File: src/rtl/fibo_pkg.sv
// rtl/fibo_pkg.sv - opcode map, register indices and helpers shared by the Fibonacci datapath
package fibo_pkg;

    localparam logic [2:0] OP_NOP  = 3'b000;
    localparam logic [2:0] OP_LDK  = 3'b001;
    localparam logic [2:0] OP_SUB  = 3'b010;
    localparam logic [2:0] OP_DEC  = 3'b011;
    localparam logic [2:0] OP_LDIN = 3'b100;
    localparam logic [2:0] OP_WB   = 3'b101;
    localparam logic [2:0] OP_ADD  = 3'b110;
    localparam logic [2:0] OP_PASS = 3'b111;

    localparam logic [1:0] R0 = 2'd0;
    localparam logic [1:0] R1 = 2'd1;
    localparam logic [1:0] R2 = 2'd2;
    localparam logic [1:0] R3 = 2'd3;

    // True for opcodes that load ACC and the Z register from the ALU.
    function automatic logic is_alu_op(input logic [2:0] op);
        return (op == OP_SUB) || (op == OP_DEC) || (op == OP_ADD) || (op == OP_PASS);
    endfunction

endpackage

File: src/rtl/fibo_alu.sv
// rtl/fibo_alu.sv - combinational ALU (SUB/DEC/ADD/PASS) with zero detect
module fibo_alu
    import fibo_pkg::*;
#(
    parameter int WIDTH = 8
) (
    input  logic [2:0]       opcode_i,
    input  logic [WIDTH-1:0] a_i,
    input  logic [WIDTH-1:0] b_i,
    output logic [WIDTH-1:0] alu_res_o,
    output logic             zero_o
);

    localparam logic [WIDTH-1:0] ONE = {{(WIDTH-1){1'b0}}, 1'b1};

    // Results wrap modulo 2^WIDTH; non-ALU opcodes produce zero and are ignored upstream.
    always_comb begin
        alu_res_o = '0;
        case (opcode_i)
            OP_SUB:  alu_res_o = a_i - b_i;
            OP_DEC:  alu_res_o = a_i - ONE;
            OP_ADD:  alu_res_o = a_i + b_i;
            OP_PASS: alu_res_o = b_i;
            default: alu_res_o = '0;
        endcase
    end

    assign zero_o = (alu_res_o == '0);

endmodule

File: src/rtl/fibo_datapath.sv
// rtl/fibo_datapath.sv - register file, accumulator and result capture for the Fibonacci controller
module fibo_datapath
    import fibo_pkg::*;
#(
    parameter int WIDTH = 8
) (
    input  logic             CLK,
    input  logic             RST,
    input  logic [2:0]       opcode,
    input  logic [1:0]       operand1,
    input  logic [1:0]       operand2,
    input  logic             DONE,
    input  logic [WIDTH-1:0] DATA_IN,
    output logic             ZERO_FLAG,
    output logic [WIDTH-1:0] RESULT,
    output logic             RESULT_VALID
);

    logic [WIDTH-1:0] rf_q [0:3];
    logic [WIDTH-1:0] rf_d [0:3];
    logic [WIDTH-1:0] acc_q, acc_d;
    logic             z_q, z_d;
    logic [WIDTH-1:0] result_q, result_d;
    logic             valid_q, valid_d;

    logic [WIDTH-1:0] opa, opb;
    logic [WIDTH-1:0] alu_res;
    logic             alu_zero;
    logic             alu_op;

    // Operands always come from the pre-edge register file (read-before-write).
    assign opa    = rf_q[operand1];
    assign opb    = rf_q[operand2];
    assign alu_op = is_alu_op(opcode);

    fibo_alu #(.WIDTH(WIDTH)) u_alu (
        .opcode_i  (opcode),
        .a_i       (opa),
        .b_i       (opb),
        .alu_res_o (alu_res),
        .zero_o    (alu_zero)
    );

    // Controller branches in the issuing cycle, so ALU ops bypass the Z register.
    assign ZERO_FLAG    = alu_op ? alu_zero : z_q;
    assign RESULT       = result_q;
    assign RESULT_VALID = valid_q;

    // Next-state decode: register write-back, ACC/Z load and DONE capture.
    always_comb begin
        for (int i = 0; i < 4; i++) begin
            rf_d[i] = rf_q[i];
        end
        acc_d    = acc_q;
        z_d      = z_q;
        result_d = result_q;
        valid_d  = valid_q;

        case (opcode)
            OP_LDK:  rf_d[operand1] = {{(WIDTH-2){1'b0}}, operand2};
            OP_LDIN: rf_d[operand1] = DATA_IN;
            OP_WB:   rf_d[operand1] = acc_q;
            default: ;
        endcase

        if (alu_op) begin
            acc_d = alu_res;
            z_d   = alu_zero;
        end

        // A new run (LDIN without DONE) invalidates the held result but keeps its value.
        if (DONE) begin
            result_d = rf_q[operand1];
            valid_d  = 1'b1;
        end else if (opcode == OP_LDIN) begin
            valid_d  = 1'b0;
        end
    end

    // State registers with synchronous active-high reset overriding any opcode.
    always_ff @(posedge CLK) begin
        if (RST) begin
            for (int i = 0; i < 4; i++) begin
                rf_q[i] <= '0;
            end
            acc_q    <= '0;
            z_q      <= 1'b0;
            result_q <= '0;
            valid_q  <= 1'b0;
        end else begin
            for (int i = 0; i < 4; i++) begin
                rf_q[i] <= rf_d[i];
            end
            acc_q    <= acc_d;
            z_q      <= z_d;
            result_q <= result_d;
            valid_q  <= valid_d;
        end
    end

endmodule

File: config.mk
export PLATFORM = sky130hd
export DESIGN_NAME = fibo_datapath
export DESIGN_NICKNAME = d
export VERILOG_FILES = /design/src/rtl/fibo_pkg.sv /design/src/rtl/fibo_alu.sv /design/src/rtl/fibo_datapath.sv
export SDC_FILE = /design/constraint.sdc
export NUM_CORES = 1
export LEC_CHECK = 0
export ABC_AREA = 1
export ABC_CLOCK_PERIOD_IN_PS = 5310
export CAP_MARGIN = 10
export CORE_MARGIN = 3
export CORE_UTILIZATION = 30
export CTS_CLUSTER_SIZE = 40
export DETAILED_ROUTE_END_ITERATION = 12
export PLACE_DENSITY = 0.51
export SYNTH_ARGS = -nofsm -noshare
export SYNTH_HDL_FRONTEND = slang
export SYNTH_HIERARCHICAL = 1
export SYNTH_SLANG_ARGS = --single-unit
File: constraint.sdc
create_clock -name CLK -period 5.31 [get_ports CLK]
set_input_delay 1.062 -clock CLK [delete_from_list [all_inputs] [get_ports CLK]]
set_output_delay 1.062 -clock CLK [all_outputs]
set_load 0.05 [all_outputs]
Word level (Yosys, flattened, before mapping)
Memories as Yosys holds them, arrays and structs flattened. Cells that the tools add are included.

Add/subtract/negate cells: 3. $lt $le $gt $ge: 2. Eq/ne operators: 7. Multiplexer cells: 17. Bitwise gates (word level): 5. Reduce and logical (&&, ||, !) cells: 6.

Operators with widths (count): 32-bit bitwise mux (3); 32-bit one-hot mux with 3 select lines (1); 8-bit 2-to-1 mux (5); 8-bit one-hot mux with 4 select lines (1); 8-bit demux with 2-bit select (1); 3-bit == test, second input constant (4); 8-bit adder (1); 8-bit zero test (1); 8-bit by 1-bit subtractor with 8-bit output, second input constant (1); 8-bit subtractor (1); 3-bit by 2-bit == test with 1-bit output, second input constant (2); 1-bit 2-to-1 mux (6); 1-bit OR (4); 3-bit by 1-bit == test with 1-bit output, second input constant (1); 3-bit greater-or-equal comparator, second input constant (1); 1-bit logical OR (3); 3-bit by 1-bit less-than comparator with 1-bit output, second input constant (1); 2-bit inverter with 3-bit output (1); 2-bit nonzero test (1); 1-bit logical AND (1).

Bits in registers: 18. RAM bits: 32. Input port bits: 18. Output and inout port bits: 10. Memories kept: 1.

Memories: rf_q (depth 4, width 8, rd ports 6, clocked after memory_dff 0, wr ports 4, RTL line fibo_datapath.sv:19) `logic [WIDTH-1:0] rf_q [0:3];`.

Logic depth before layout (Yosys ltp)
Gate-level depths: netlist (run 1).

Depth after elaboration: 8. Mapped depth: 26. Depth with buffers taken out: 24.

Cells and area by module
Netlist (run 1), hierarchy kept.

By module, submodules not included: fibo_datapath (times used 1, cells each 575, area an instance 3457.1 um2, sequential area each 1001.0 um2); fibo_alu (times used 1, cells each 133, area an instance 696.9 um2, sequential area each 0.0 um2).

Least setup slack after synthesis (run 1)
No wires, ideal clock.

Path type: input -> output. From: in operand2[0]. To: out ZERO_FLAG. Arrival time: 4.088 ns. Required time: 4.248 ns. Setup slack: 0.160 ns. Stages on the path: 24. Buffers on the path: 2. Path through: buf_2 inv_1 buf_1 nand2_1 a21oi_1 inv_1 ha_1 inv_1 nor2_1 nand2_1 xor2_1 a22oi_1 ha_1 nand2_1 clkinv_1 nand4_1 nand3_1 a21oi_1 nand3_1 nand3_1 nand2_1 nor2_1 nand2_1 nand2_1.

Cells in the longest elaborated chain, start to end: 5. Elaborated cells between the ends (all ways): 6. Those cells by class: add/sub (2); mux (2); reduce/logical (1); memory (1).

Ends and longest elaborated chain: start, declared (RTL line fibo_datapath.sv:11) `input logic [1:0] operand2,`; memory read 4 x 8 bit *; net opb[0] (RTL line fibo_datapath.sv:26) `logic [WIDTH-1:0] opa, opb;`; 8-bit adder / 8-bit subtractor (equally long branches) (RTL line fibo_alu.sv:22, fibo_alu.sv:20); 8-bit one-hot mux with 4 select lines * (RTL line fibo_alu.sv:19) `case (opcode_i)`; net alu_res[7] (RTL line fibo_datapath.sv:27) `logic [WIDTH-1:0] alu_res;`; 8-bit zero test * (RTL line fibo_alu.sv:28) `assign zero_o = (alu_res_o == '0);`; net alu_zero (RTL line fibo_datapath.sv:28) `logic alu_zero;`; 1-bit 2-to-1 mux *; end, declared (RTL line fibo_datapath.sv:14) `output logic ZERO_FLAG,`.

Mark *: on every way through the listed nets, which the timed path passes. The rest lies on a longest branch.

Worst setup path after layout (run 1)
Same ends and word-level chain as after synthesis.

==> reports/summary.txt, run 1 <==
Routability congestion estimate -> 0.918
Worst EP required -> 4250 ps
Iter 0 DRT Violations -> 478
Synthesized instance count -> 708
Crit path launch type -> primary input
Seq/Total Area, Yosys -> 24.1%
Via count -> 4820
Combinational share of power -> 33.3%
Initial Utilization -> 31.0%
Clock-pin slew on the worst setup and hold paths -> 60 ps
Antenna-violating nets left -> 0
Peak VDD IR -> 125 uV
Nets -> 798
Worst slew margin -> 37.9%
Rows -> 42
Async SR Flop Fraction -> 0%
Status -> completed
Sw Pwr -> 0.000396 W
Shortest period the worst path allows -> 5080 ps
Place WS -> -197 ps
Synth-to-layout area growth -> 24.1%
Post-synthesis register bit count -> 50
Clk buf depth -> 2
DR pass1 iterations -> 5
GR Util All Layers -> 19.9%
Drt wl/cell -> 15.8 um
Clk pwr share -> 30.6%
Int Pwr -> 0.000726 W
Clock sink total -> 50
WHS -> 473 ps
Dpl hpwl -> 11400 um
Buffers on Ports -> 27
CP max stage delay -> 330 ps
Full die area -> 15300 um2
Reg2reg end -> acc_q[7]
CP Launch Point -> operand2[0]
Vias per cell -> 5.08
Final worst setup slack -> 235 ps
Pin count of the biggest net entering global routing -> 31
Fraction of layout cells with a size suffix above 1 -> 16.2%
R2r setup slk -> 2260 ps
Die H -> 124 um
Largest fanout on the critical path -> 7
Clock Skews -> 9.73 ps
Reg power frac -> 36.2%
Final setup vio count -> 0
Worst slew pin tran -> 925 ps
Avg Inst Size Synth -> 5.87 um2
CP endpoint -> ZERO_FLAG
Crit path DAT -> 4010 ps
Hold WC Path Type -> register to register
LEAKAGE -> 2.62 nW
Die width -> 124 um
EDFF count, synth -> 0
Worst skew pair latency -> 300 ps
First-pass GRT wire length -> 23400 um
Post-layout util -> 38.5%
Final wirelength -> 15000 um
Final slew viol count -> 0
Initial antenna violation count -> 0
Hold Vio Cnt, Final -> 0
Number of global-route vias before repair -> 4449
H-tree levels -> 2
Inserted Diodes -> 0
Mapped Nets -> 735
FMAX -> 197 MHz
Element type at the critical path end -> primary output
PwrDens -> 218 nW/um2
Most frequent CP cell -> nand2_1
Slowest CP cell -> ha_4
Max-Cap Viols -> 0
Switching Fraction -> 35.3%
Root Buffer Master -> clkbuf_16
Number of buffers created by CTS -> 5
Core ar. -> 13400 um2
Most used DFF post-synth -> dfxtp_1
Synth Cell Area -> 4150 um2
TritonCTS clock tree -> built
Post-layout power -> 0.00112 W
Synth Warn # -> 6
Synth cell types -> 39
Fin crit share -> 95.6%
Congestion Overflow GR -> 0
Crit-path cells -> clkdlybuf4s15_1 -> inv_4 -> buf_6 -> buf_4 -> nand2_1 -> a21oi_2 -> inv_1 -> nand2_1 -> nor2_2 -> o21ai_1 -> nand3_1 -> ha_4 -> buf_4 -> nand3_1 -> nand2_1 -> nand2_1 -> nand2_1 -> o22ai_1 -> nor3_2 -> nand3_1 -> nor2_1 -> nand2_1 -> nand2_2 -> buf_12
TNS Setup -> 0 ps
Unrepaired setup endpoints after global routing -> no
Io pins -> 28
Post-detailed-route DRC marker count -> 0
Reg2reg path depth -> 23
Type of the worst setup path -> primary input to primary output
-- placed cells by master (no fill, tap or decap), types with 5 or more instances in the layout --
master	count
nand2_1	193
nand3_1	127
nor2_1	55
o21ai_2	5
clkdlybuf4s50_1	22
ha_1	5
o21ai_0	21
clkbuf_16	5
o22ai_1	5
nand2_2	11
a21oi_2	17
a21oi_1	40
inv_1	104
nand4_1	5
dfxtp_1	50
buf_4	52
-- layer usage --
layer	track usage, %	wire (um)
met5	0	0
met4	4.84	295
met3	3.04	954
met2	32.6	6810
met1	27.4	6950
-- worst max-delay path, delay by kind of cell --
kind / cells / cell delay [ps]
adder cells (fa/ha/maj): 1 / 330
AND/OR/NAND/NOR: 13 / 1210
AO/OA/AOI/OAI: 3 / 450
buffers and inverters: 7 / 950
-- worst min path at each step --
stage,cells after the start,start,end,slack (ps)
floorplan,2,z_q,z_q,450
CTS,2,RESULT_VALID,RESULT_VALID,480
global route,2,rf_q[2][5],rf_q[2][5],520
finish,2,RESULT_VALID,RESULT_VALID,470
detailed placement,2,RESULT_VALID,RESULT_VALID,470
global placement,2,RESULT_VALID,RESULT_VALID,460
-- synthesized netlist by cell type (3+ instances only) --
library cell	n	share of area, %
dfxtp_1	50	24
o21ai_0	26	3.1
a21oi_1	50	6.0
clkbuf_1	6	0.54
a21oi_2	7	1.5
inv_1	107	9.7
o22ai_1	5	0.75
nand2_1	195	18
clkinv_1	3	0.27
nand2_2	9	1.4
nand4_1	5	0.75
nor2_1	56	5.1
buf_6	6	1.6
nand3_1	129	16
ha_1	8	2.4
buf_4	3	0.54
nor2_4	3	0.81
buf_2	10	1.2
-- what timing repair did --
item	4_1_cts	5_1_grt
pin swaps	8	10
setup buffers	2	1
gates resized for setup	14	28
setup endpoints to repair	1	1
endpoints found under the hold margin	0	0
hold buffers	0	0
gates cloned	0	1
-- power groups by stage --
| stage | Combinational [W] | Clock (W) | Sequential [W] |
|---|---|---|---|
| 3_5_place_dp | 0.000351 | 0 | 0.000414 |
| 4_1_cts | 0.000357 | 0.000349 | 0.000405 |
| 3_3_place_gp | 0.000348 | 0 | 0.000414 |
| 6_report | 0.000373 | 0.000343 | 0.000406 |
| 2_1_floorplan | 0.000205 | 0 | 0.000424 |
| 5_1_grt | 0.000410 | 0.000362 | 0.000407 |
-- layout make-up --
| type | instances | area [um2] |
|---|---|---|
| clock inverters | 1 | 5.00 |
| fillers | 1506 | 8240 |
| multi-input cells | 517 | 2620 |
| inverters | 113 | 433 |
| repair buffers | 84 | 733 |
| well taps | 176 | 220 |
| flip-flops and latches | 50 | 1000 |
| clock buffers | 7 | 143 |
-- cells by family after synthesis --
group	count (synthesis)	share of synthesized area [%]
AND/OR/NAND/NOR	408	44.2
buffers and inverters	141	15.0
AO/OA/AOI/OAI	97	13.2
flip-flops	50	24.1
adder cells (fa/ha/maj)	9	2.89
XOR/XNOR	3	0.633
-- through the flow --
step           cell area [um2]  instances
2_1_floorplan             4150        708
3_3_place_gp              4870        936
3_5_place_dp              4870        936
4_1_cts                   5050        946
5_1_grt                   5160        948
6_report                  5160        948
(Power assumes the default switching activity.)
==> run 2: changes to the inputs <==
--- a/config.mk
+++ b/config.mk
@@ -12,7 +12,7 @@
 export CORE_UTILIZATION = 30
 export CTS_CLUSTER_SIZE = 40
 export DETAILED_ROUTE_END_ITERATION = 12
-export PLACE_DENSITY = 0.51
+export PLACE_DENSITY_LB_ADDON = 0.05
 export SYNTH_ARGS = -nofsm -noshare
 export SYNTH_HDL_FRONTEND = slang
 export SYNTH_HIERARCHICAL = 1
==> reports/summary.txt, run 2 (synthesis gave the netlist of run 1 again) <==
Most frequent CP cell -> buf_4
Number of global-route vias before repair -> 4344 (-2.4%)
Int Pwr -> 0.000763 W (+5.2%)
Rows -> 42 (unchanged)
Largest fanout on the critical path -> 7 (unchanged)
Worst EP required -> 4250 ps (about the same)
Pin count of the biggest net entering global routing -> 31 (unchanged)
Die width -> 124 um (unchanged)
Hold WC Path Type -> register to register
Hold Vio Cnt, Final -> 0 (unchanged)
Switching Fraction -> 35.4% (about the same)
Post-layout util -> 38.7% (+0.21 points)
Fraction of layout cells with a size suffix above 1 -> 16.8% (+0.61 points)
Full die area -> 15300 um2 (unchanged)
First-pass GRT wire length -> 24200 um (+3.4%)
Dpl hpwl -> 11500 um (+0.94%)
Clock Skews -> 6.69 ps (-3.04 ps)
Unrepaired setup endpoints after global routing -> no
Worst slew pin tran -> 925 ps (-0.482 ps)
Crit-path cells -> clkdlybuf4s15_1 -> inv_4 -> o21ai_1 -> a21oi_1 -> a21oi_1 -> buf_4 -> buf_4 -> buf_4 -> buf_4 -> o211ai_1 -> nand3_2 -> ha_4 -> buf_4 -> nand3_1 -> nand2_1 -> nand2_1 -> nand2_1 -> o22ai_1 -> nor3_2 -> nand3_1 -> nor2_1 -> nand2_1 -> nand2_2 -> buf_12
Number of buffers created by CTS -> 5 (unchanged)
Clk pwr share -> 33.9% (+3.3 points)
Initial antenna violation count -> 0 (unchanged)
Worst skew pair latency -> 310 ps (about the same)
Crit path DAT -> 3970 ps (-40 ps)
Slowest CP cell -> ha_4
CP max stage delay -> 300 ps (-30 ps)
Status -> completed
Grt met3 use -> 2.72% (-0.32 points)
Reg power frac -> 34.3% (-1.9 points)
FMAX -> 199 MHz (+0.88%)
Final wirelength -> 15500 um (+2.9%)
Die H -> 124 um (unchanged)
Peak VDD IR -> 131 uV (+5.2%)
Shortest period the worst path allows -> 5030 ps (-44.1 ps)
LEAKAGE -> 2.62 nW (+0.11%)
WHS -> 463 ps (-9.15 ps)
Fin crit share -> 94.8% (-0.83 points)
Clock-pin slew on the worst setup and hold paths -> 70 ps (about the same)
GR Util All Layers -> 21.0% (+1.1 points)
Crit path launch type -> primary input
Clk buf depth -> 2 (unchanged)
# hold bufs at CTS -> 0 (unchanged)
Post-detailed-route DRC marker count -> 0 (unchanged)
Initial Utilization -> 31.0% (unchanged)
TritonCTS clock tree -> built
Synth-to-layout area growth -> 24.8%
Routability congestion estimate -> 0.883 (-3.8%)
H-tree levels -> 2 (unchanged)
Combinational share of power -> 31.8% (-1.5 points)
Drt wl/cell -> 16.4 um (+3.4%)
Vias per cell -> 4.96 (-2.4%)
Congestion Overflow GR -> 0 (unchanged)
Final setup vio count -> 0 (unchanged)
Fillers -> 1491 (-1.0%)
Clock sink total -> 50 (unchanged)
Iter 0 DRT Violations -> 432 (-9.6%)
TNS Setup -> 0 ps (unchanged)
Antenna-violating nets left -> 0 (unchanged)
Core ar. -> 13400 um2 (unchanged)
Via count -> 4684 (-2.8%)
Nets -> 794 (-0.50%)
Post-layout power -> 0.00118 W (+5.2%)
Io pins -> 28 (unchanged)
DR pass1 iterations -> 5 (unchanged)
Element type at the critical path end -> primary output
PwrDens -> 228 nW/um2 (+4.7%)
Sw Pwr -> 0.000417 W (+5.3%)
Worst slew margin -> 38.0% (about the same)
Most common cell after layout, fill and taps aside -> nand2_1
Grt met1 use -> 30.0% (+2.6 points)
Root Buffer Master -> clkbuf_16
Place WS -> -192 ps (+4.40 ps)
Final slew viol count -> 0 (unchanged)
Buffers on Ports -> 27 (unchanged)
Most frequent cells in the layout -> nand2_1, nand3_1, inv_1
Final worst setup slack -> 279 ps (+44.1 ps)
GRT busiest layer -> met2
Inserted Diodes -> 0 (unchanged)
Max-Cap Viols -> 0 (unchanged)
GR Util met2 -> 32.3% (-0.24 points)
Type of the worst setup path -> primary input to primary output
[run 2: cell types whose count changed in the layout (fill, tap and decap cells not counted), moves of 2 or more]
| cell | before | now |
|---|---|---|
| inv_6 | 0 | 2 |
| nand3_1 | 127 | 124 |
| buf_6 | 3 | 1 |
| ha_1 | 5 | 3 |
| nand3_2 | 4 | 7 |
| ha_4 | 1 | 3 |
| inv_2 | 3 | 6 |
| inv_1 | 104 | 102 |
[run 2: power by group through the flow]
stage               sequential (W)  clock, W  combinational (W)
detailed placement        0.000414         0           0.000346
CTS                       0.000405  0.000411           0.000356
floorplan                 0.000424         0           0.000205
global placement          0.000414         0           0.000346
global route              0.000408  0.000423           0.000415
finish                    0.000405  0.000400           0.000375
[run 2: path summary, 6_finish.rpt]
| kind | startpoint | to | slack (ps) | depth (start not counted) |
|---|---|---|---|---|
| max | operand2[1] | ZERO_FLAG | 280 | 24 |
| min | RESULT_VALID | RESULT_VALID | 460 | 2 |
| max reg2reg | register | acc_q[7] | 2140 | 23 |
| min reg2reg | RESULT_VALID | RESULT_VALID | 460 | 2 |
[run 2: worst max-delay path, delay by kind of cell]
family | cells | cell delay (ps)
buf+inv | 8 | 1110
fa+ha+maj | 1 | 300
compound gates | 5 | 570
simple gates | 10 | 920
[run 2: cell type report]
class / count / area, um2 / share of cell area (%)
repair buffers: 80 / 694 / 13.4
multi-input cells: 517 / 2670 / 51.4
inverters: 113 / 430 / 8.30
clock inverters: 3 / 47.5 / 0.917
flip-flops and latches: 50 / 1000 / 19.3
clock buffers: 5 / 125 / 2.41
well taps: 176 / 220 / 4.25
[run 2: routing by layer]
metal | routed length [um] | up-vias | share of wire (%)
met4 | 359 | 0 | 2.3
met2 | 6840 | 114 | 44
met1 | 7610 | 2174 | 49
met3 | 645 | 20 | 4.2
li1 | - | 2376 | -
met5 | 0 | - | 0
[run 2: through the flow]
stage | cell area (um2) | cells
floorplan | 4150 | 708
global placement | 4800 | 927
detailed placement | 4800 | 927
CTS | 5050 | 940
global route | 5180 | 944
finish | 5180 | 944
[run 2: repair_timing]
action                     in CTS  in global routing
setup endpoints to repair       1                  1
pin swaps                       5                  8
buffers inserted                5                  4
gates resized for setup        16                 35
==> run 3: changes to the inputs <==
--- a/config.mk
+++ b/config.mk
@@ -6,13 +6,15 @@
 export NUM_CORES = 1
 export LEC_CHECK = 0
 export ABC_AREA = 1
-export ABC_CLOCK_PERIOD_IN_PS = 5310
+export ABC_CLOCK_PERIOD_IN_PS = 5900
 export CAP_MARGIN = 10
 export CORE_MARGIN = 3
 export CORE_UTILIZATION = 30
 export CTS_CLUSTER_SIZE = 40
 export DETAILED_ROUTE_END_ITERATION = 12
+export MAX_ROUTING_LAYER = met4
 export PLACE_DENSITY_LB_ADDON = 0.05
+export REMOVE_ABC_BUFFERS = 1
 export SYNTH_ARGS = -nofsm -noshare
 export SYNTH_HDL_FRONTEND = slang
 export SYNTH_HIERARCHICAL = 1
==> constraint.sdc (replaced) <==
create_clock -name CLK -period 5.9 [get_ports CLK]
set_input_delay 1.18 -clock CLK [delete_from_list [all_inputs] [get_ports CLK]]
set_output_delay 1.18 -clock CLK [all_outputs]
set_load 0.05 [all_outputs]
==> reports/summary.txt, run 3 (synthesis gave the netlist of run 1 again) <==
Hold Vio Cnt, Final -> 0 (unchanged)
Largest fanout on the critical path -> 6 (-1)
TNS Setup -> 0 ps (unchanged)
Shortest period the worst path allows -> 5550 ps
Clock-pin slew on the worst setup and hold paths -> 70 ps (about the same)
DR pass1 iterations -> 4 (-1)
Fraction of layout cells with a size suffix above 1 -> 9.38% (-7.4 points)
Inserted Diodes -> 0 (unchanged)
GR Util met2 -> 33.1% (+0.71 points)
Placed instance area -> 4600 um2 (-4.2%)
H-tree levels -> 2 (unchanged)
Peak VDD IR -> 115 uV (-12%)
Final wirelength -> 15000 um (-3.1%)
# hold bufs at CTS -> 0 (unchanged)
Int Pwr -> 0.000695 W (-9.0%)
Pin count of the biggest net entering global routing -> 31 (unchanged)
Crit path launch type -> primary input
Final slew viol count -> 0 (unchanged)
Placed cells -> 902 (-2.7%)
Crit path DAT -> 4370 ps (+400 ps)
GRT busiest layer -> met2
Die H -> 124 um (unchanged)
Die width -> 124 um (unchanged)
Element type at the critical path end -> primary output
Number of global-route vias before repair -> 4386 (+0.97%)
Most frequent cells in the layout -> nand2_1, nand3_1, inv_1
Buffers on Ports -> 27 (unchanged)
WHS -> 467 ps (+3.23 ps)
Clock Skews -> 6.80 ps (+0.103 ps)
Io pins -> 28 (unchanged)
Grt met1 use -> 27.9% (-2.1 points)
Type of the worst setup path -> primary input to primary output
Drt wl/cell -> 16.4 um (+0.26%)
GR Util All Layers -> 21.0% (+0.043 points)
Initial antenna violation count -> 0 (unchanged)
Status -> completed
First-pass GRT wire length -> 24000 um (-1.0%)
Final Non-Filler Cells -> 912 (-3.4%)
Worst skew pair latency -> 310 ps (about the same)
Iter 0 DRT Violations -> 353 (-18%)
FMAX -> 180 MHz
Root Buffer Master -> clkbuf_16
Switching Fraction -> 33.7% (-1.7 points)
Sw Pwr -> 0.000352 W (-16%)
Dpl hpwl -> 11100 um (-3.3%)
Post-layout power -> 0.00105 W (-11%)
LEAKAGE -> 2.44 nW (-6.9%)
Reg power frac -> 34.9% (+0.6 points)
Full die area -> 15300 um2 (unchanged)
Vias per cell -> 5.04 (+1.5%)
Core ar. -> 13400 um2 (unchanged)
PwrDens -> 217 nW/um2 (-4.7%)
Routability congestion estimate -> 0.928 (+5.1%)
Worst slew margin -> 35.2% (-2.8 points)
Synth-to-layout area growth -> 16.2%
Worst slew pin tran -> 966 ps (+41.2 ps)
Nets -> 762 (-4.0%)
Final setup vio count -> 0 (unchanged)
Unrepaired setup endpoints after global routing -> no
Clk pwr share -> 37.6% (+3.7 points)
Number of buffers created by CTS -> 5 (unchanged)
Rows -> 42 (unchanged)
Worst EP required -> 4720 ps (+470 ps)
Most common cell after layout, fill and taps aside -> nand2_1
Combinational share of power -> 27.5% (-4.3 points)
Post-detailed-route DRC marker count -> 0 (unchanged)
Hold WC Path Type -> register to register
Max-Cap Viols -> 0 (unchanged)
Grt met3 use -> 2.91% (+0.18 points)
Via count -> 4595 (-1.9%)
Initial Utilization -> 31.0% (unchanged)
Clk buf depth -> 2 (unchanged)
R2r setup slk -> 2690 ps (+550 ps)
TritonCTS clock tree -> built
Clock sink total -> 50 (unchanged)
Fin crit share -> 94.0%
Congestion Overflow GR -> 0 (unchanged)
Antenna-violating nets left -> 0 (unchanged)
Post-route cell area -> 4830 um2 (-6.9%)
==> run 3: power by group through the flow <==
stage | registers [W] | logic (W) | clock network (W)
2_1_floorplan | 0.000382 | 0.000167 | 0
3_3_place_gp | 0.000373 | 0.000285 | 0
3_5_place_dp | 0.000373 | 0.000284 | 0
4_1_cts | 0.000365 | 0.000286 | 0.000409
5_1_grt | 0.000367 | 0.000323 | 0.000415
6_report | 0.000365 | 0.000289 | 0.000394
==> run 3: metal layers <==
| layer | vias up | share of wire (%) |
|---|---|---|
| li1 | 2309 | - |
| met1 | 2133 | 48 |
| met2 | 129 | 45 |
| met3 | 24 | 4.5 |
| met4 | 0 | 2.4 |
| met5 | - | 0 |
==> run 3: path summary, 6_finish.rpt <==
path	start	endpoint	cells after the start
worst max-delay path	operand2[1]	ZERO_FLAG	23
worst min-delay path	RESULT_VALID	RESULT_VALID	2
worst max register to register	register	z_q	23
worst min register to register	RESULT_VALID	RESULT_VALID	2
==> run 3: per-stage QoR <==
| stage | utilization [%] | setup slack (ps) |
|---|---|---|
| 2_1_floorplan | - | 669 |
| 5_1_grt | 36.0 | 79.6 |
| 3_5_place_dp | 34.3 | -8.65 |
| 3_3_place_gp | 34.3 | 89.4 |
| 6_report | 36.0 | 351 |
| 4_1_cts | 35.8 | 19.2 |
==> run 3: area by class of cell <==
type	count	area (um2)
fill	1496	8570
multi-input combinational	517	2540
sequential	50	1000
timing repair buffer	47	435
inverter	113	429
tap	176	220
clock buffer	5	125
clock inverter	3	68.8
timing repair inverter	1	7.51
==> run 3: repair_timing <==
item	CTS	global route
resized for setup	2	6
gates cloned	0	1
buffers inserted	0	1
endpoints found under the setup margin	1	1
pin swaps	0	2
==> run 3: critical path: stages <==
cell,delay [ps]
dlymetal6s2s_1,270
clkinvlp_4,200
o21ai_0,100
a21oi_1,60
a21oi_1,260
inv_1,130
nand2_1,130
nor2_2,60
o21ai_0,160
nand3_1,90
ha_1,370
nand2_1,110
clkinv_1,90
nand4_1,110
nand3_1,120
a21oi_2,190
nand3_1,100
nand3_1,90
nand2_1,70
nor2_1,120
nand2_1,90
nand2_1,120
buf_12,140
